$ cat config.mk
export PLATFORM = sky130hd
export DESIGN_NAME = williams_nvram_ioctl
export DESIGN_NICKNAME = d
export VERILOG_FILES = /design/src/rtl/williams_nvram_ioctl.sv
export SDC_FILE = /design/constraint.sdc
export NUM_CORES = 1
export LEC_CHECK = 0
export ABC_AREA = 1
export CORE_ASPECT_RATIO = 1.1
export CORE_MARGIN = 2
export CORE_UTILIZATION = 30
export CTS_CLUSTER_DIAMETER = 50
export CTS_CLUSTER_SIZE = 12
export DETAILED_ROUTE_END_ITERATION = 16
export MAX_ROUTING_LAYER = met4
export PLACE_DENSITY = 0.77
export SYNTH_ARGS = -nofsm -noshare
export SYNTH_HDL_FRONTEND = slang
export SYNTH_SLANG_ARGS = --single-unit
$ cat constraint.sdc
create_clock -name clock_12 -period 1.6 [get_ports clock_12]
set_clock_uncertainty 0.15 [all_clocks]
set_input_delay 0.32 -clock clock_12 [delete_from_list [all_inputs] [get_ports clock_12]]
set_output_delay 0.32 -clock clock_12 [all_outputs]
set_load 0.03 [all_outputs]
$ cat src/rtl/williams_nvram_ioctl.sv
// williams_nvram_ioctl
// Bridges the HPS ioctl save/load channel to the 1024 x 4-bit Williams CMOS
// battery RAM. One byte of the file maps to one nibble. CMOS access is made
// through a request/grant port so the game CPU always keeps priority. A dirty
// flag tracks CPU writes made since the last complete save or load.
module williams_nvram_ioctl #(
  parameter logic [7:0] NV_INDEX = 8'd4,
  parameter int         RAM_LAT  = 1
) (
  input  logic        clock_12,
  input  logic        reset_n,
  input  logic        ioctl_upload,
  input  logic        ioctl_download,
  input  logic [7:0]  ioctl_index,
  input  logic        ioctl_rd,
  input  logic        ioctl_wr,
  input  logic [16:0] ioctl_addr,
  input  logic [7:0]  ioctl_dout,
  output logic [7:0]  ioctl_din,
  output logic        ioctl_wait,
  output logic        cmos_req,
  input  logic        cmos_gnt,
  output logic [9:0]  cmos_addr,
  output logic        cmos_we,
  output logic [3:0]  cmos_wdata,
  input  logic [3:0]  cmos_rdata,
  input  logic        cpu_cmos_we,
  output logic        nvram_dirty,
  output logic        upload_done
);

  typedef enum logic [1:0] {
    S_IDLE   = 2'd0,
    S_REQ    = 2'd1,
    S_RDWAIT = 2'd2,
    S_DONE   = 2'd3
  } state_t;

  // Read-latency counter reload; RDWAIT lasts RAM_LAT cycles.
  localparam logic [1:0] LAT_M1 = 2'(RAM_LAT - 1);
  localparam logic [9:0] LAST_ADDR = 10'h3FF;

  state_t      state_q, state_d;
  logic [7:0]  din_q, din_d;
  logic        wait_q, wait_d;
  logic        req_q, req_d;
  logic [9:0]  addr_q, addr_d;
  logic [3:0]  wdata_q, wdata_d;
  logic        is_rd_q, is_rd_d;
  logic [1:0]  cnt_q, cnt_d;
  logic        dirty_q, dirty_d;
  logic        done_q, done_d;

  logic        idx_ok;
  logic        rd_go;
  logic        wr_go;
  logic        in_range;
  logic        clr_dirty;

  assign idx_ok   = (ioctl_index == NV_INDEX);
  assign rd_go    = idx_ok & ioctl_rd & ioctl_upload;
  assign wr_go    = idx_ok & ioctl_wr & ioctl_download;
  assign in_range = (ioctl_addr[16:10] == 7'd0);

  // Next-state and next-output logic for the transfer sequencer and dirty flag.
  always_comb begin
    state_d   = state_q;
    din_d     = din_q;
    wait_d    = wait_q;
    req_d     = req_q;
    addr_d    = addr_q;
    wdata_d   = wdata_q;
    is_rd_d   = is_rd_q;
    cnt_d     = cnt_q;
    done_d    = 1'b0;
    clr_dirty = 1'b0;

    case (state_q)
      S_IDLE: begin
        if (rd_go || wr_go) begin
          if (in_range) begin
            addr_d  = ioctl_addr[9:0];
            wdata_d = ioctl_dout[3:0];
            is_rd_d = rd_go;
            wait_d  = 1'b1;
            req_d   = 1'b1;
            state_d = S_REQ;
          end else if (rd_go) begin
            // Bytes past the end of the CMOS image read as erased flash.
            din_d = 8'hFF;
          end
        end
      end
      S_REQ: begin
        if (cmos_gnt) begin
          cnt_d   = LAT_M1;
          state_d = is_rd_q ? S_RDWAIT : S_DONE;
        end
      end
      S_RDWAIT: begin
        if (cnt_q == 2'd0) begin
          state_d = S_DONE;
        end else begin
          cnt_d = cnt_q - 2'd1;
        end
      end
      S_DONE: begin
        wait_d  = 1'b0;
        req_d   = 1'b0;
        state_d = S_IDLE;
        if (is_rd_q) begin
          din_d = {4'hF, cmos_rdata};
        end
        // The last byte of a save or a load marks the image as in sync.
        if (addr_q == LAST_ADDR) begin
          clr_dirty = 1'b1;
          done_d    = is_rd_q;
        end
      end
      default: state_d = S_IDLE;
    endcase

    // A CPU write in the same cycle as the final byte keeps the flag set.
    if (cpu_cmos_we) begin
      dirty_d = 1'b1;
    end else if (clr_dirty) begin
      dirty_d = 1'b0;
    end else begin
      dirty_d = dirty_q;
    end
  end

  // State and registered outputs; reset aborts any transfer in flight.
  always_ff @(posedge clock_12 or negedge reset_n) begin
    if (!reset_n) begin
      state_q <= S_IDLE;
      din_q   <= 8'h00;
      wait_q  <= 1'b0;
      req_q   <= 1'b0;
      addr_q  <= 10'd0;
      wdata_q <= 4'd0;
      is_rd_q <= 1'b0;
      cnt_q   <= 2'd0;
      dirty_q <= 1'b0;
      done_q  <= 1'b0;
    end else begin
      state_q <= state_d;
      din_q   <= din_d;
      wait_q  <= wait_d;
      req_q   <= req_d;
      addr_q  <= addr_d;
      wdata_q <= wdata_d;
      is_rd_q <= is_rd_d;
      cnt_q   <= cnt_d;
      dirty_q <= dirty_d;
      done_q  <= done_d;
    end
  end

  // The write strobe follows the grant combinationally so it lands exactly on
  // the granted cycle; the reset-cleared state keeps it low during reset.
  assign cmos_we     = (state_q == S_REQ) & ~is_rd_q & cmos_gnt;

  assign ioctl_din   = din_q;
  assign ioctl_wait  = wait_q;
  assign cmos_req    = req_q;
  assign cmos_addr   = addr_q;
  assign cmos_wdata  = wdata_q;
  assign nvram_dirty = dirty_q;
  assign upload_done = done_q;

endmodule

==> results of run 1 <==
==> metal layers <==
| metal | routed length [um] | share of wire |
|---|---|---|
| met1 | 1560 | 0.42 |
| met2 | 1910 | 0.51 |
| met5 | 0 | 0 |
| met4 | 27 | 0.0073 |
| met3 | 212 | 0.057 |
==> stage by stage <==
stage / area, um2 / power [uW] / TNS (ns) / worst slack (ns) / instances
final: 2470 / 1300 / -0.133 / -0.121 / 329
after global routing: 2470 / 1360 / -1.99 / -0.168 / 329
after CTS: 2400 / 1300 / -0.186 / -0.137 / 325
after detailed placement: 2350 / 913 / -4.94 / -0.269 / 320
after global placement: 2350 / 912 / -4.20 / -0.231 / 320
after floorplan: 1470 / 765 / 0 / 0.0115 / 184
==> cell usage in the layout (no fill, tap or decap), types with 2 or more instances in the layout <==
master           instances
inv_2                    6
o21ai_1                  2
nand2_4                  2
ha_4                     2
dlygate4sd2_1           17
clkdlybuf4s50_1         40
nand2_2                  5
nand3_1                 22
clkbuf_8                 3
buf_4                   21
buf_12                   4
o21ai_0                  2
nand4_1                  4
clkbuf_2                 2
or2_2                    4
clkdlybuf4s15_1          6
nor2_4                   2
dfrtp_1                 26
inv_1                   16
a21oi_1                  3
nor2_2                   3
nor2_1                   5
nand2_1                 59
ha_1                     4
==> area by class of cell <==
type                            count  area [um2]
Fill cell                         448        2180
Timing Repair Buffer               91         868
Multi-Input combinational cell    128         722
Sequential cell                    27         677
Inverter                           23        87.6
Tap cell                           56        70.1
Clock buffer                        3        41.3
Clock inverter                      1        7.51
==> cells by family after synthesis <==
kind of cell,synth area share
simple gates,0.347
buf+inv,0.0980
flops,0.464
compound gates,0.0395
fa+ha+maj,0.0516
==> flip-flops by register name (all words and copies together), names as in the netlist <==
register	flops
cmos_addr	10
ioctl_din	5
cmos_wdata	4
cnt_q	2
state_q	2
cmos_req	1
is_rd_q	1
nvram_dirty	1
upload_done	1
==> synth_stat cells, drive strengths merged <==
cell type	number	area [um2]
nand2	66	260
nand3	23	115
inv	22	82.6
a21o	1	7.51
nand3b	1	7.51
o21ai	4	20.0
buf	7	56.3
or2	4	25.0
nor3	1	5.00
and3	1	6.26
dfrtp	27	676
o22ai	1	6.26
nand4	4	25.0
clkinv	1	3.75
nor2	11	60.1
a21oi	4	23.8
ha	6	75.1
==> what timing repair did <==
item,4_1_cts,5_1_grt
cloned,0,1
setup buffers,1,3
pin swaps,1,7
resized for setup,34,23
setup endpoints to repair,43,34
==> power breakdown <==
part           total [uW]  switching [uW]  internal (uW)
clock network         407             230            177
logic                 191            76.5            115
registers             700            6.18            694
==> worst max path at each step <==
stage                                       from                        to  slack, ns  depth (start not counted)
after floorplan           state_q[0]$_DFFE_PN0P_  ioctl_din[0]$_DFFE_PN0P_       0.01                          9
after global placement            ioctl_addr[15]       is_rd_q$_DFFE_PN0P_      -0.23                          9
after detailed placement          ioctl_addr[15]       is_rd_q$_DFFE_PN0P_      -0.27                          9
after CTS                 state_q[1]$_DFFE_PN0P_                   cmos_we      -0.14                          5
after global routing      state_q[1]$_DFFE_PN0P_                   cmos_we      -0.17                          5
final                     state_q[1]$_DFFE_PN0P_                   cmos_we      -0.12                          5
==> worst max-delay path, cell delays in order (launching register included) <==
cell	delay, ns
dfrtp_1	0.41
inv_2	0.10
ha_4	0.16
nand2_4	0.06
nor2_4	0.11
buf_6	0.13
==> summary.md, run 1 <==
| Metric | Value |
|---|---|
| Status | finished with violations |
| Failing checks | negative setup slack |
| Yosys cell types | 25 |
| Final setup margin | -0.121 ns |
| Fmax | 0.581 GHz |
| HP Class | input pin to async pin |
| Global Route met2 Usage | 0.239 |
| Slew Limit Fails | 0 |
| Grt met1 use | 0.173 |
| Clk buf depth | 2 |
| Area added between synthesis and finish | 70.0% |
| PwrDens | 525 nW/um2 |
| #FFs+latches synth | 27 |
| CP Launch Type | register |
| CTS Sinks | 27 |
| Syn Area/Cell | 7.91 um2 |
| Element type at the critical path end | primary output |
| Post-layout min period | 1.72 ns |
| Max VDD drop | 299 uV |
| Htree depth | 1 |
| Crit path arrival time | 1.25 ns |
| DRT antenna net count | 0 |
| Detailed-route DRC error count | 0 |
| Root Buffer Master | clkbuf_8 |
| Row count | 26 |
| RSZ-0062 raised after global routing | true |
| Core Area | 4650 um2 |
| Worst-path clk slew | 0.10 ns |
| Global-route wire length before repair | 6.10 mm |
| Die ar. | 5420 um2 |
| Gr usage total | 0.141 |
| Violation count after the first detailed-routing iteration | 64 |
| DRT Wirelength | 3.72 mm |
| Final hold vios | 0 |
| M3 GR Usage | 0.0250 |
| CTS tree | built |
| DRT Pass-1 Iters | 4 |
| Yosys warns | 0 |
| Reg2reg start | state_q[1]$_DFFE_PN0P_ |
| Fin nets | 325 |
| Max_slew headroom | 0.784 |
| Gr ovfl total | 0 |
| Die boundary height | 77.0 um |
| Largest net degree at the start of global routing | 28 |
| Worst skew pair latency | 0.28 ns |
| Setup-failing EPs final | 5 |
| PortBufs | 67 |
| WL/cell | 11.3 um |
| Layout cells sized above 1 | 0.227 |
| Final Util | 0.532 |
| Crit path kind | register to primary output |
| Final hold slack | 0.238 ns |
| GPL Wtd Cong | 0.809 |
| I/O pin total | 72 |
| CTS hold repair buffers | 0 |
| Crit path required time | 1.13 ns |
| Slew @ Worst Pin | 0.326 ns |
| Critical-path maximum fanout | 4 |
| Final HPWL DP | 2.84 mm |
| Clock buffer count from CTS | 3 |
| Gr busiest metal | met2 |
| Initial antenna violation count | 0 |
| Period utilization | 1.08 |
| Drt via density | 4.49 |
| Vias | 1476 |
| Ant diodes | 0 |
| Synthesized instance count | 184 |
| Vias in the first global route | 1382 |
| Initial Utilization | 0.313 |
| Synthesized area | 1460 um2 |
| Syn nets | 235 |
| Register area share after synthesis | 0.464 |
| R2R cell count | 9 |
| Max Cap Viol | 0 |
| R2R setup slack | -0.01 ns |
| FF-to-FF End | cmos_addr[9]$_DFFE_PN0P_ |
| Leakage | 0.00125 uW |
| DIE WIDTH | 70.4 um |
Power figures use the tool's default switching activity.
==> inputs of run 2 (changes only) <==
--- a/config.mk
+++ b/config.mk
@@ -13,7 +13,7 @@
 export CTS_CLUSTER_SIZE = 12
 export DETAILED_ROUTE_END_ITERATION = 16
 export MAX_ROUTING_LAYER = met4
-export PLACE_DENSITY = 0.77
+export PLACE_DENSITY = 0.75
 export SYNTH_ARGS = -nofsm -noshare
 export SYNTH_HDL_FRONTEND = slang
 export SYNTH_SLANG_ARGS = --single-unit
==> constraint.sdc (replaced) <==
create_clock -name clock_12 -period 1.8 [get_ports clock_12]
set_clock_uncertainty 0.15 [all_clocks]
set_input_delay 0.36 -clock clock_12 [delete_from_list [all_inputs] [get_ports clock_12]]
set_output_delay 0.36 -clock clock_12 [all_outputs]
set_load 0.03 [all_outputs]
==> run 2 against run 1 <==
- the flow now finishes without violations
- flip-flop and latch count did not move
- first-iteration DRC count decreased by 48%
- cell count shrank 1.8%
- die area stayed put
- sequential power down 11%
- sequential share of layout area rose by 1.3 points
- count of clock-buffer cells in the layout did not move
- final area shrank 4.7%
- clock power decreased by 9.6%
- via count down 3.7%
- register-to-register slack gained 0.12 ns
- total power decreased by 11%
==> summary.md, run 2 (synthesis results as in run 1) <==
| Metric | Value |
|---|---|
| Leakage | 0.00124 uW |
| Setup tns final | 0 ns |
| DRT antenna net count | 0 |
| Vias | 1422 |
| Crit path kind | register to primary output |
| DRT Pass-1 Iters | 4 |
| Max Cap Viol | 0 |
| Gr ovfl total | 0 |
| Clk buf depth | 2 |
| Worst Path Buf+Inv | 2 |
| Global-route wire length before repair | 6.25 mm |
| Root Buffer Master | clkbuf_8 |
| Initial antenna violation count | 0 |
| DRT Wirelength | 3.61 mm |
| Area added between synthesis and finish | 62.1% |
| Slew Limit Fails | 0 |
| PortBufs | 67 |
| Drt via density | 4.40 |
| CTS hold repair buffers | 0 |
| CTS Sinks | 27 |
| Critical-path maximum fanout | 3 |
| Comb power frac | 0.142 |
| Element type at the critical path end | primary output |
| Switching Share | 0.244 |
| Ant diodes | 0 |
| FF-to-FF End | ioctl_din[0]$_DFFE_PN0P_ |
| Violation count after the first detailed-routing iteration | 33 |
| Worst-path clk slew | 0.10 ns |
| Core Area | 4650 um2 |
| Die boundary height | 77.0 um |
| Met2 routed WL | 1.83 mm |
| Setup-failing EPs final | 0 |
| Reg2reg start | state_q[0]$_DFFE_PN0P_ |
| Sequential power share | 0.540 |
| Worst slack at placement | -0.101 ns |
| Final setup margin | 0.0367 ns |
| Fin nets | 319 |
| Clk network pwr share | 0.319 |
| Gr usage total | 0.146 |
| Net Switching | 281 uW |
| GPL Wtd Cong | 0.739 |
| R2R setup slack | 0.11 ns |
| Top Family by Delay on Critical Path | flip-flops |
| Crit path required time | 1.29 ns |
| Commonest cells after routing, fill and taps aside | nand2_1 (61), clkdlybuf4s50_1 (40), dfrtp_1 (26) |
| RSZ-0062 raised after global routing | true |
| Crit path arrival time | 1.25 ns |
| Critical path's slowest cell | dfrtp_1 |
| Vias in the first global route | 1410 |
| Largest net degree at the start of global routing | 28 |
| Row count | 26 |
| Finished Cell Area | 2360 um2 |
| DR WL met3 | 163 um |
| CTS tree | built |
| Area after DPL | 2250 um2 |
| Internal | 873 uW |
| Max VDD drop | 257 uV |
| Die ar. | 5420 um2 |
| Htree depth | 1 |
| Worst skew pair latency | 0.28 ns |
| Slew @ Worst Pin | 0.345 ns |
| CP Launch Type | register |
| Detailed-route DRC error count | 0 |
| Max reg flops | 10 |
| Top Layer Used | met4 |
| HP Class | input pin to async pin |
| Status | finished clean |
| Post-layout min period | 1.76 ns |
| I/O pin total | 72 |
| Final hold slack | 0.284 ns |
| Metal-1 WL | 1.56 mm |
| Clock buffer count from CTS | 3 |
| Critical-path cell list | inv_2 -> ha_4 -> nand2_2 -> nor2_2 -> buf_6 |
| Max stage delay on crit path | 0.41 ns |
| Final HPWL DP | 2.70 mm |
| PwrDens | 490 nW/um2 |
| Max_slew headroom | 0.770 |
| Layout cells sized above 1 | 0.172 |
| CP startpoint | state_q[1]$_DFFE_PN0P_ |
| WL/cell | 11.2 um |
| Period utilization | 0.980 |
| Initial Utilization | 0.313 |
| Fmax | 0.567 GHz |
| Most common cell after layout, fill and taps aside | nand2_1 |
| R2R cell count | 9 |
| Final hold vios | 0 |
| Design Power | 1150 uW |
| DIE WIDTH | 70.4 um |
run 2: cell count changes in the layout (fill, tap and decap cells not counted), sizes merged:
cell / previous run / this run
buf: 26 / 20
clkbuf: 5 / 3
dlygate4sd2: 17 / 25
clkdlybuf4s15: 6 / 0
dlymetal6s2s: 0 / 1
nand2: 67 / 66
run 2: repair_timing:
item,4_1_cts,5_1_grt
setup endpoints to repair,26,9
pin swaps,0,3
gates resized for setup,28,11
buffers inserted,1,6
run 2: metal layers:
layer	GRT usage	vias to the layer above
li1	-	744
met4	0.0635	0
met3	0.0197	4
met1	0.171	634
met2	0.250	40
met5	-	-
run 2: worst max-delay path by stage:
| stage | slack, ns | cells after the start | endpoint |
|---|---|---|---|
| after CTS | 0.001 | 1 | upload_done |
| after global placement | -0.07 | 9 | cmos_wdata[3]$_DFFE_PN0P_ |
| after floorplan | 0.12 | 9 | ioctl_din[0]$_DFFE_PN0P_ |
| final | 0.04 | 5 | cmos_we |
| after detailed placement | -0.10 | 9 | cmos_wdata[3]$_DFFE_PN0P_ |
| after global routing | -0.03 | 5 | cmos_we |
run 2: through the flow:
stage                     instances  utilization
after floorplan                 184            -
after global routing            323        0.507
after CTS                       317        0.492
final                           323        0.507
after global placement          312        0.484
after detailed placement        312        0.484
run 2: cell type report:
cell class	instances	area (um2)
inverter	23	88.8
clock buffer	3	41.3
fill	452	2290
multi-input combinational	127	663
clock inverter	1	7.51
sequential	27	677
timing repair buffer	86	811
tap	56	70.1
run 2: power groups by stage:
stage                     logic (uW)  clock network (uW)  registers [uW]
after CTS                        165                 376             623
after global placement           171                   0             635
after floorplan                 21.8                   0             657
final                            164                 368             623
after global routing             181                 404             625
after detailed placement         173                   0             636
